File: src/rtl/cmp_pkg.sv
// Shared types and constants for the sequential magnitude comparator.
// State encoding, result encoding and the digit-index width helper.
package cmp_pkg;

  typedef enum logic {
    ST_IDLE = 1'b0,
    ST_SCAN = 1'b1
  } state_t;

  typedef logic [1:0] res_t;

  localparam res_t RES_NONE = 2'd0;
  localparam res_t RES_LT   = 2'd1;
  localparam res_t RES_EQ   = 2'd2;
  localparam res_t RES_GT   = 2'd3;

  // clog2(n) with a floor of 1 bit
  function automatic int idx_w(input int n);
    int w;
    w = 1;
    while ((1 << w) < n) w++;
    return w;
  endfunction

endpackage

File: src/rtl/cmp_digit.sv
// Combinational DIGIT-bit magnitude comparator.
// Widened form of the 1-bit l/e/g cell.
module cmp_digit #(
  parameter int DIGIT = 4
) (
  input  logic [DIGIT-1:0] x,
  input  logic [DIGIT-1:0] y,
  output logic             dl,
  output logic             de,
  output logic             dg
);

  assign dl = (x < y);
  assign de = (x == y);
  assign dg = (x > y);

endmodule

File: src/rtl/seq_mag_comparator.sv
// MSB-first digit-serial magnitude compare with early exit.
// CMP_SIGNED_EN adds the sgn port for two's-complement ordering.
module seq_mag_comparator
  import cmp_pkg::*;
#(
  parameter  int WIDTH = 16,
  parameter  int DIGIT = 4,
  localparam int NDIG  = WIDTH / DIGIT,
  localparam int IW    = idx_w(NDIG)
) (
  input  logic             clk,
  input  logic             rst_n,
  input  logic             start,
  input  logic [WIDTH-1:0] a,
  input  logic [WIDTH-1:0] b,
`ifdef CMP_SIGNED_EN
  input  logic             sgn,
`endif
  output logic             busy,
  output logic             done,
  output logic             l,
  output logic             e,
  output logic             g,
  output logic [IW-1:0]    diff_idx
);

  localparam logic [IW-1:0] LAST = IW'(NDIG - 1);

  state_t           state, state_n;
  logic [WIDTH-1:0] sa, sa_n, sb, sb_n;
  logic [WIDTH-1:0] a_ld, b_ld;
  logic [IW-1:0]    cnt, cnt_n, idx_n;
  res_t             res, res_n;
  logic             done_n;
  logic             dl, de, dg;

  cmp_digit #(
    .DIGIT(DIGIT)
  ) u_digit (
    .x  (sa[WIDTH-1 -: DIGIT]),
    .y  (sb[WIDTH-1 -: DIGIT]),
    .dl (dl),
    .de (de),
    .dg (dg)
  );

  // Operand load values; flipping both MSBs maps signed order onto unsigned
  always_comb begin
    a_ld = a;
    b_ld = b;
`ifdef CMP_SIGNED_EN
    a_ld[WIDTH-1] = a[WIDTH-1] ^ sgn;
    b_ld[WIDTH-1] = b[WIDTH-1] ^ sgn;
`endif
  end

  // Next-state and datapath update
  always_comb begin
    state_n = state;
    sa_n    = sa;
    sb_n    = sb;
    cnt_n   = cnt;
    res_n   = res;
    idx_n   = diff_idx;
    done_n  = 1'b0;
    unique case (state)
      ST_IDLE: begin
        if (start) begin
          sa_n    = a_ld;
          sb_n    = b_ld;
          cnt_n   = '0;
          state_n = ST_SCAN;
        end
      end
      ST_SCAN: begin
        unique case (1'b1)
          dl: begin
            res_n   = RES_LT;
            idx_n   = cnt;
            done_n  = 1'b1;
            state_n = ST_IDLE;
          end
          dg: begin
            res_n   = RES_GT;
            idx_n   = cnt;
            done_n  = 1'b1;
            state_n = ST_IDLE;
          end
          de: begin
            if (cnt == LAST) begin
              res_n   = RES_EQ;
              idx_n   = LAST;
              done_n  = 1'b1;
              state_n = ST_IDLE;
            end else begin
              sa_n  = sa << DIGIT;
              sb_n  = sb << DIGIT;
              cnt_n = cnt + 1'b1;
            end
          end
        endcase
      end
    endcase
  end

  // State, shift registers, counter and result registers
  always_ff @(posedge clk or negedge rst_n) begin
    if (!rst_n) begin
      state    <= ST_IDLE;
      sa       <= '0;
      sb       <= '0;
      cnt      <= '0;
      res      <= RES_NONE;
      diff_idx <= '0;
      done     <= 1'b0;
    end else begin
      state    <= state_n;
      sa       <= sa_n;
      sb       <= sb_n;
      cnt      <= cnt_n;
      res      <= res_n;
      diff_idx <= idx_n;
      done     <= done_n;
    end
  end

  assign busy = (state == ST_SCAN);
  assign l    = (res == RES_LT);
  assign e    = (res == RES_EQ);
  assign g    = (res == RES_GT);

endmodule

File: config.mk
export PLATFORM = sky130hd
export DESIGN_NAME = seq_mag_comparator
export DESIGN_NICKNAME = d
export VERILOG_FILES = /design/src/rtl/cmp_pkg.sv /design/src/rtl/cmp_digit.sv /design/src/rtl/seq_mag_comparator.sv
export SDC_FILE = /design/constraint.sdc
export NUM_CORES = 1
export LEC_CHECK = 0
export ABC_AREA = 0
export CAP_MARGIN = 20
export CELL_PAD_IN_SITES_DETAIL_PLACEMENT = 1
export CELL_PAD_IN_SITES_GLOBAL_PLACEMENT = 2
export CORE_AREA = 2 2 81 83
export CTS_CLUSTER_SIZE = 14
export DETAILED_ROUTE_END_ITERATION = 10
export DIE_AREA = 0 0 83 85
export PLACE_DENSITY = 0.78
export SLEW_MARGIN = 40
export SYNTH_ARGS = -nofsm -noshare
export SYNTH_HDL_FRONTEND = slang
export SYNTH_SLANG_ARGS = --single-unit
File: constraint.sdc
create_clock -name clk -period 1.93 [get_ports clk]
set_clock_uncertainty 0.05 [all_clocks]
set_input_delay 0.193 -clock clk [delete_from_list [all_inputs] [get_ports clk]]
set_output_delay 0.193 -clock clk [all_outputs]
set_load 0.1 [all_outputs]
==> metrics.txt, run 1 <==
R2R Setup Slk 0.17 ns; post-synth top area share 0.539; final hold violation count 0; Post-CTS Setup Bufs 0; Synth Area in XOR/XNOR 0; final core occ 0.398; Die Area 7060 um2; I/O pins 42; clk_lat worst skew 0.30 ns; Avg Vias per Cell 5.06; # H-tree levels 2; Design Area, Final 2470 um2; Yosys cell types 28; CP Capture Type flop; final setup violation count 0; Async S/R FF share, synth 1.00; Post-synth top flop dfrtp_1; mux cell area share after synthesis 0.00539; CTS tree yes; vias 1528; initial antenna violation count 0; Row Count 29; first-pass GRT wire length 8170 um; grt ovf 0; highest fanout seen on the critical path 20; Final period util 0.913; Pre-Repair DR Iteration Count 4; Mapped Avg Cell Area 10.1 um2; arrival time worst endpoint 1.93 ns; max-slew violation total from the final report 0; Clock Sinks 40; Iter 0 DRT Violations 89; final std cells w/o fill 302; Synth Area in Compound Gates 0.239; Routed WL 4750 um; Mapped Area 1860 um2; hold_ws 0.346 ns; pwr dens 1560 nW/um2; critical path class reg -> reg; switching power 1680 uW; Synth area leader dfrtp_1; Final nets 264; Tot Pwr 3850 uW; Post-synth top cells dfrtp_1 (40), o32ai_1 (23), nor2_1 (22), nand2_1 (20), a21oi_1 (18); total of max-cap violations 0; Slew HR 0.677; Post-Synth Simple-Gate Area 0.119; Clk pwr share 0.151; Detail Route Antenna Nets 0; vias in the first global route 1634; Hold Path Class in -> async; die width 83 um; Gate power share 0.475; Die Y 85 um; sw frac 0.437; CTS buffer count 5; most frequent cell after synthesis dfrtp_1; Synth Area in Adders 0.0337; synthesized flop and latch total 40; Internal 2160 uW; Total GRT Usage 0.144; yosys warns 0; Initial Utilization 0.299; wire per inst 15.7 um; outcome completed; total core area 6200 um2; Worst-Margin Slew 0.484 ns; DRC viols 0; largest family of logic cells by synthesized area compound AO/OA/AOI/OAI gates; routability cong. 0.741; Area Growth Syn to Fin 33.0%; Req. time, crit path 2.09 ns; share of cells above drive strength 1 0.120; instance area at placement 2360 um2; dpl hpwl 3270 um; number of diodes 0; clk buf depth 2; P_leak 0.00102 uW; startpoint types flop; Syn Nets 223; port bufs 41; max frequency 567 MHz; Post-synth EDFFs 0; part of the Yosys area used for sequential elements 0.539; unrepaired setup endpoints after global routing no; Tmin final 1.76 ns; Worst-path clk slew 0.08 ns; largest cells by area after synthesis dfrtp_1 (54%), o32ai_1 (11%), a21oi_1 (4.9%); placed cells 293; root buffer cell clkbuf_8; largest net degree at the start of global routing 39; maximum vdd drop 1.05 mV; sequential share of power 0.375; Post-Synthesis Cells 183
cell families (layout without fill, tap and decap cells):
kind of cell,Yosys count,count (layout)
flip-flops,40,40
AO/OA/AOI/OAI,64,64
buffers and inverters,21,63
multiplexers,1,1
AND/OR/NAND/NOR,52,52
adder cells (fa/ha/maj),5,5
final cells by class:
type | count | area, um2
Fill cell | 696 | 3740
Sequential cell | 40 | 1000
Multi-Input combinational cell | 122 | 738
Timing Repair Buffer | 50 | 520
Tap cell | 77 | 96.3
Clock buffer | 6 | 82.6
Inverter | 5 | 18.8
Clock inverter | 2 | 10.0
cells in the final DEF (no fill, tap or decap), types with 2 or more instances in the layout:
cell | netlist | final
dfrtp_1 | 40 | 39
clkdlybuf4s50_1 | 0 | 33
o32ai_1 | 23 | 23
nor2_1 | 22 | 21
nand2_1 | 20 | 20
a21oi_1 | 18 | 18
o21ai_0 | 10 | 10
buf_4 | 0 | 10
clkbuf_8 | 0 | 6
inv_1 | 5 | 5
ha_1 | 5 | 5
buf_12 | 0 | 5
a31oi_1 | 4 | 4
nor2b_1 | 3 | 3
nand2b_1 | 2 | 2
o22a_1 | 2 | 2
clkinv_2 | 0 | 2
registers in the layout, summed over array words and instances (netlist names):
| name | flops |
|---|---|
| sa | 16 |
| sb | 16 |
| cnt | 2 |
| diff_idx | 2 |
| res | 2 |
| busy | 1 |
| done | 1 |
power groups by stage:
stage / registers, uW / clock network [uW] / logic [uW]
after global routing: 1490 / 632 / 2020
final: 1440 / 580 / 1830
after CTS: 1440 / 605 / 1840
after floorplan: 1670 / 0 / 1060
after detailed placement: 1450 / 0 / 1830
after global placement: 1440 / 0 / 1800
worst paths after layout:
kind	from	end	cells after the start
worst min register to register	diff_idx[1]	diff_idx[1]	1
worst max-delay path	sb[15]	sa[6]	6
worst max register to register	sb[15]	sa[6]	6
max in group asynchronous	rst_n	diff_idx[1]	3
worst min-delay path	rst_n	sa[7]	2
min in group clk	a[2]	sa[2]	3
timing repair:
action | in CTS | in global routing
endpoints found under the hold margin | 18 | 0
hold buffers | 1 | 0
setup endpoints to repair | 0 | 8
gates resized for setup | 0 | 1
per-layer routing:
layer | part of all wire | up-vias | GRT usage
li1 | - | 752 | -
met5 | 0 | - | 0
met1 | 0.49 | 743 | 0.194
met2 | 0.46 | 28 | 0.230
met3 | 0.037 | 5 | 0.0379
met4 | 0.013 | 0 | 0.0402
metrics by stage:
step	TNS [ns]	worst slack [ns]
6_report	0	0.168
5_1_grt	0	0.0258
4_1_cts	0	0.105
3_5_place_dp	0	0.125
3_3_place_gp	0	0.184
2_1_floorplan	-0.0692	-0.0347
worst max-delay path, stage by stage (launching register included):
cell      delay, ns
dfrtp_1        0.34
inv_1          0.05
ha_1           0.31
nand4_1        0.14
or2_1          0.38
buf_12         0.21
a211oi_1       0.19
No activity file was read; power rests on OpenSTA's default activity.
==> run 2: changes to the inputs <==
--- a/config.mk
+++ b/config.mk
@@ -10,6 +10,7 @@
 export CELL_PAD_IN_SITES_DETAIL_PLACEMENT = 1
 export CELL_PAD_IN_SITES_GLOBAL_PLACEMENT = 2
 export CORE_AREA = 2 2 81 83
+export CTS_CLUSTER_DIAMETER = 60
 export CTS_CLUSTER_SIZE = 14
 export DETAILED_ROUTE_END_ITERATION = 10
 export DIE_AREA = 0 0 83 85
==> results of run 2 <==
The final DEF is identical to that of run 1; final timing and power are the same.
==> run 3: changes to the inputs <==
--- a/config.mk
+++ b/config.mk
@@ -9,11 +9,11 @@
 export CAP_MARGIN = 20
 export CELL_PAD_IN_SITES_DETAIL_PLACEMENT = 1
 export CELL_PAD_IN_SITES_GLOBAL_PLACEMENT = 2
-export CORE_AREA = 2 2 81 83
-export CTS_CLUSTER_DIAMETER = 60
+export CORE_AREA = 3 3 82 84
 export CTS_CLUSTER_SIZE = 14
 export DETAILED_ROUTE_END_ITERATION = 10
-export DIE_AREA = 0 0 83 85
+export DIE_AREA = 0 0 85 87
+export HOLD_SLACK_MARGIN = 0.05
 export PLACE_DENSITY = 0.78
 export SLEW_MARGIN = 40
 export SYNTH_ARGS = -nofsm -noshare
==> run 3 against run 2 <==
Fmax about the same. Worst hold slack worse by 0.0098 ns. Non-clock buffer count up 6. Clock power down 0.7%. Die area up 4.8%. First-iteration DRC count down 40%. Critical path type unchanged. Via count up 1.7%. Utilization up 2.0 points. Cell area up 1.4%. Global-route usage down 0.44 points.
==> metrics.txt, run 3 (same netlist as run 1, synthesis figures left out) <==
outcome completed; sw frac 0.442 (+0.00430); clk_lat worst skew 0.30 ns (about the same); grt ovf 0 (unchanged); final hold violation count 0 (unchanged); Detail Route Antenna Nets 0 (unchanged); Req. time, crit path 2.09 ns (about the same); Clock Sinks 40 (unchanged); Pre-Repair DR Iteration Count 4 (unchanged); pwr dens 1560 nW/um2 (+0.38%); max frequency 567 MHz (about the same); Iter 0 DRT Violations 53 (-40%); Cell Chain, Critical Path ha_1 -> nand4_1 -> or2_1 -> buf_4 -> a211oi_1; worst reg2reg path startpoint sa[15]; I/O pins 42 (unchanged); clk buf depth 2 (unchanged); Worst Setup SP sa[15]; Final period util 0.914 (about the same); Area Growth Syn to Fin 34.9%; largest net degree at the start of global routing 24 (-38%); slowest stage delay, CP 0.39 ns (about the same); post-placement setup slack 0.0514 ns (-0.0731 ns); number of diodes 0 (unchanged); DRC viols 0 (unchanged); CP Capture Type flop; Routed WL 4760 um (+0.19%); CP delay by family, top simple AND/OR/NAND/NOR gates; Clk pwr share 0.147 (-0.004); vias 1554 (+1.7%); Tmin final 1.76 ns (+0.000674 ns); Worst-path clk slew 0.08 ns (about the same); commonest non-fill, non-tap cell in the layout dfrtp_1; vias in the first global route 1698 (+3.9%); CTS tree yes; Top Registers sa: 16 flops, sb: 16 flops; initial antenna violation count 0 (unchanged); hold_ws 0.336 ns (-0.00979 ns); critical path class reg -> reg; WP buf/inv 1 (-1); Internal 2190 uW (+1.0%); Die Area 7400 um2 (+4.8%); total of max-cap violations 0 (unchanged); Row Count 28 (-3.4%); CP max-delay cell dfrtp_1; Hold Path Class in -> async; fillers 688 (-1.1%); Gate power share 0.487 (+0.012); sequential share of power 0.366 (-0.009); dpl hpwl 3500 um (+7.0%); routability cong. 0.740 (-0.19%); unrepaired setup endpoints after global routing no; die width 85 um (+2.4%); instance area at placement 2390 um2 (+1.3%); final setup violation count 0 (unchanged); max-slew violation total from the final report 0 (unchanged); wire per inst 15.6 um (-1.1%); Initial Utilization 0.310 (+0.0107); maximum vdd drop 1.07 mV (+1.2%); highest fanout seen on the critical path 15 (-25%); final core occ 0.418 (+0.0201); root buffer cell clkbuf_8; most frequent cells in the layout dfrtp_1 (39), clkdlybuf4s50_1 (33), o32ai_1 (23); Die Y 87 um (+2.4%); port bufs 41 (unchanged); Worst-Margin Slew 0.517 ns (+0.0325 ns); startpoint types flop; total core area 5990 um2 (-3.4%); P_leak 0.00103 uW (+1.0%); R2R Setup Slk 0.17 ns (about the same); arrival time worst endpoint 1.92 ns (about the same); switching power 1730 uW (+2.8%); CTS buffer count 5 (unchanged); Total GRT Usage 0.139 (-0.00444); # H-tree levels 2 (unchanged); Design Area, Final 2500 um2 (+1.4%); final worst setup slack 0.167 ns (-0.000674 ns); share of cells above drive strength 1 0.143 (+0.0229); Slew HR 0.655 (-0.0217); Final nets 270 (+2.3%); Avg Vias per Cell 5.08 (+0.37%); first-pass GRT wire length 8250 um (+0.93%)
## run 3: per-stage QoR
stage          setup TNS [ns]  instances  total power (uW)
2_1_floorplan         -0.0692        183              2730
3_3_place_gp                0        297              3300
3_5_place_dp                0        297              3340
4_1_cts                     0        306              3940
5_1_grt                     0        306              4200
6_report                    0        306              3920
## run 3: worst reg2reg max path: stages (launching register included)
cell      delay, ns
dfrtp_1        0.39
ha_1           0.33
nand4_1        0.19
or2_1          0.29
buf_4          0.21
a211oi_1       0.22
## run 3: routing by layer
metal / global-route usage / share of wire / vias to the layer above
met5: 0 / 0 / -
met4: 0.0432 / 0.014 / 0
met3: 0.0284 / 0.040 / 8
met2: 0.247 / 0.50 / 36
met1: 0.170 / 0.45 / 753
li1: - / - / 757
## run 3: final cells by class
cell class                 instances  area [um2]  share of cell area
clock buffer                       5        68.8              0.0275
clock inverter                     3        23.8             0.00950
inverter                           5        18.8             0.00750
multi-input combinational        122         743               0.297
sequential                        40        1000               0.400
tap                               75        93.8              0.0375
timing repair buffer              56         553               0.221
## run 3: repair_timing
item,CTS,global route
setup endpoints to repair,0,8
buffers inserted,0,0
hold buffers,1,0
gates resized for setup,0,2
hold endpoints to repair,20,0
## run 3: final timing paths
check,end,depth (start not counted)
setup / recovery,sa[6],5
hold / removal,sb[2],2
setup reg to reg,sa[6],5
hold reg to reg,diff_idx[0],1
max in group asynchronous,busy,3
min in group clk,sa[3],3
## run 3: power groups by stage
| stage | combinational, uW | clock [uW] | sequential (uW) |
|---|---|---|---|
| 2_1_floorplan | 1060 | 0 | 1670 |
| 3_3_place_gp | 1870 | 0 | 1430 |
| 3_5_place_dp | 1900 | 0 | 1450 |
| 4_1_cts | 1910 | 593 | 1430 |
| 5_1_grt | 2090 | 624 | 1490 |
| 6_report | 1910 | 576 | 1430 |
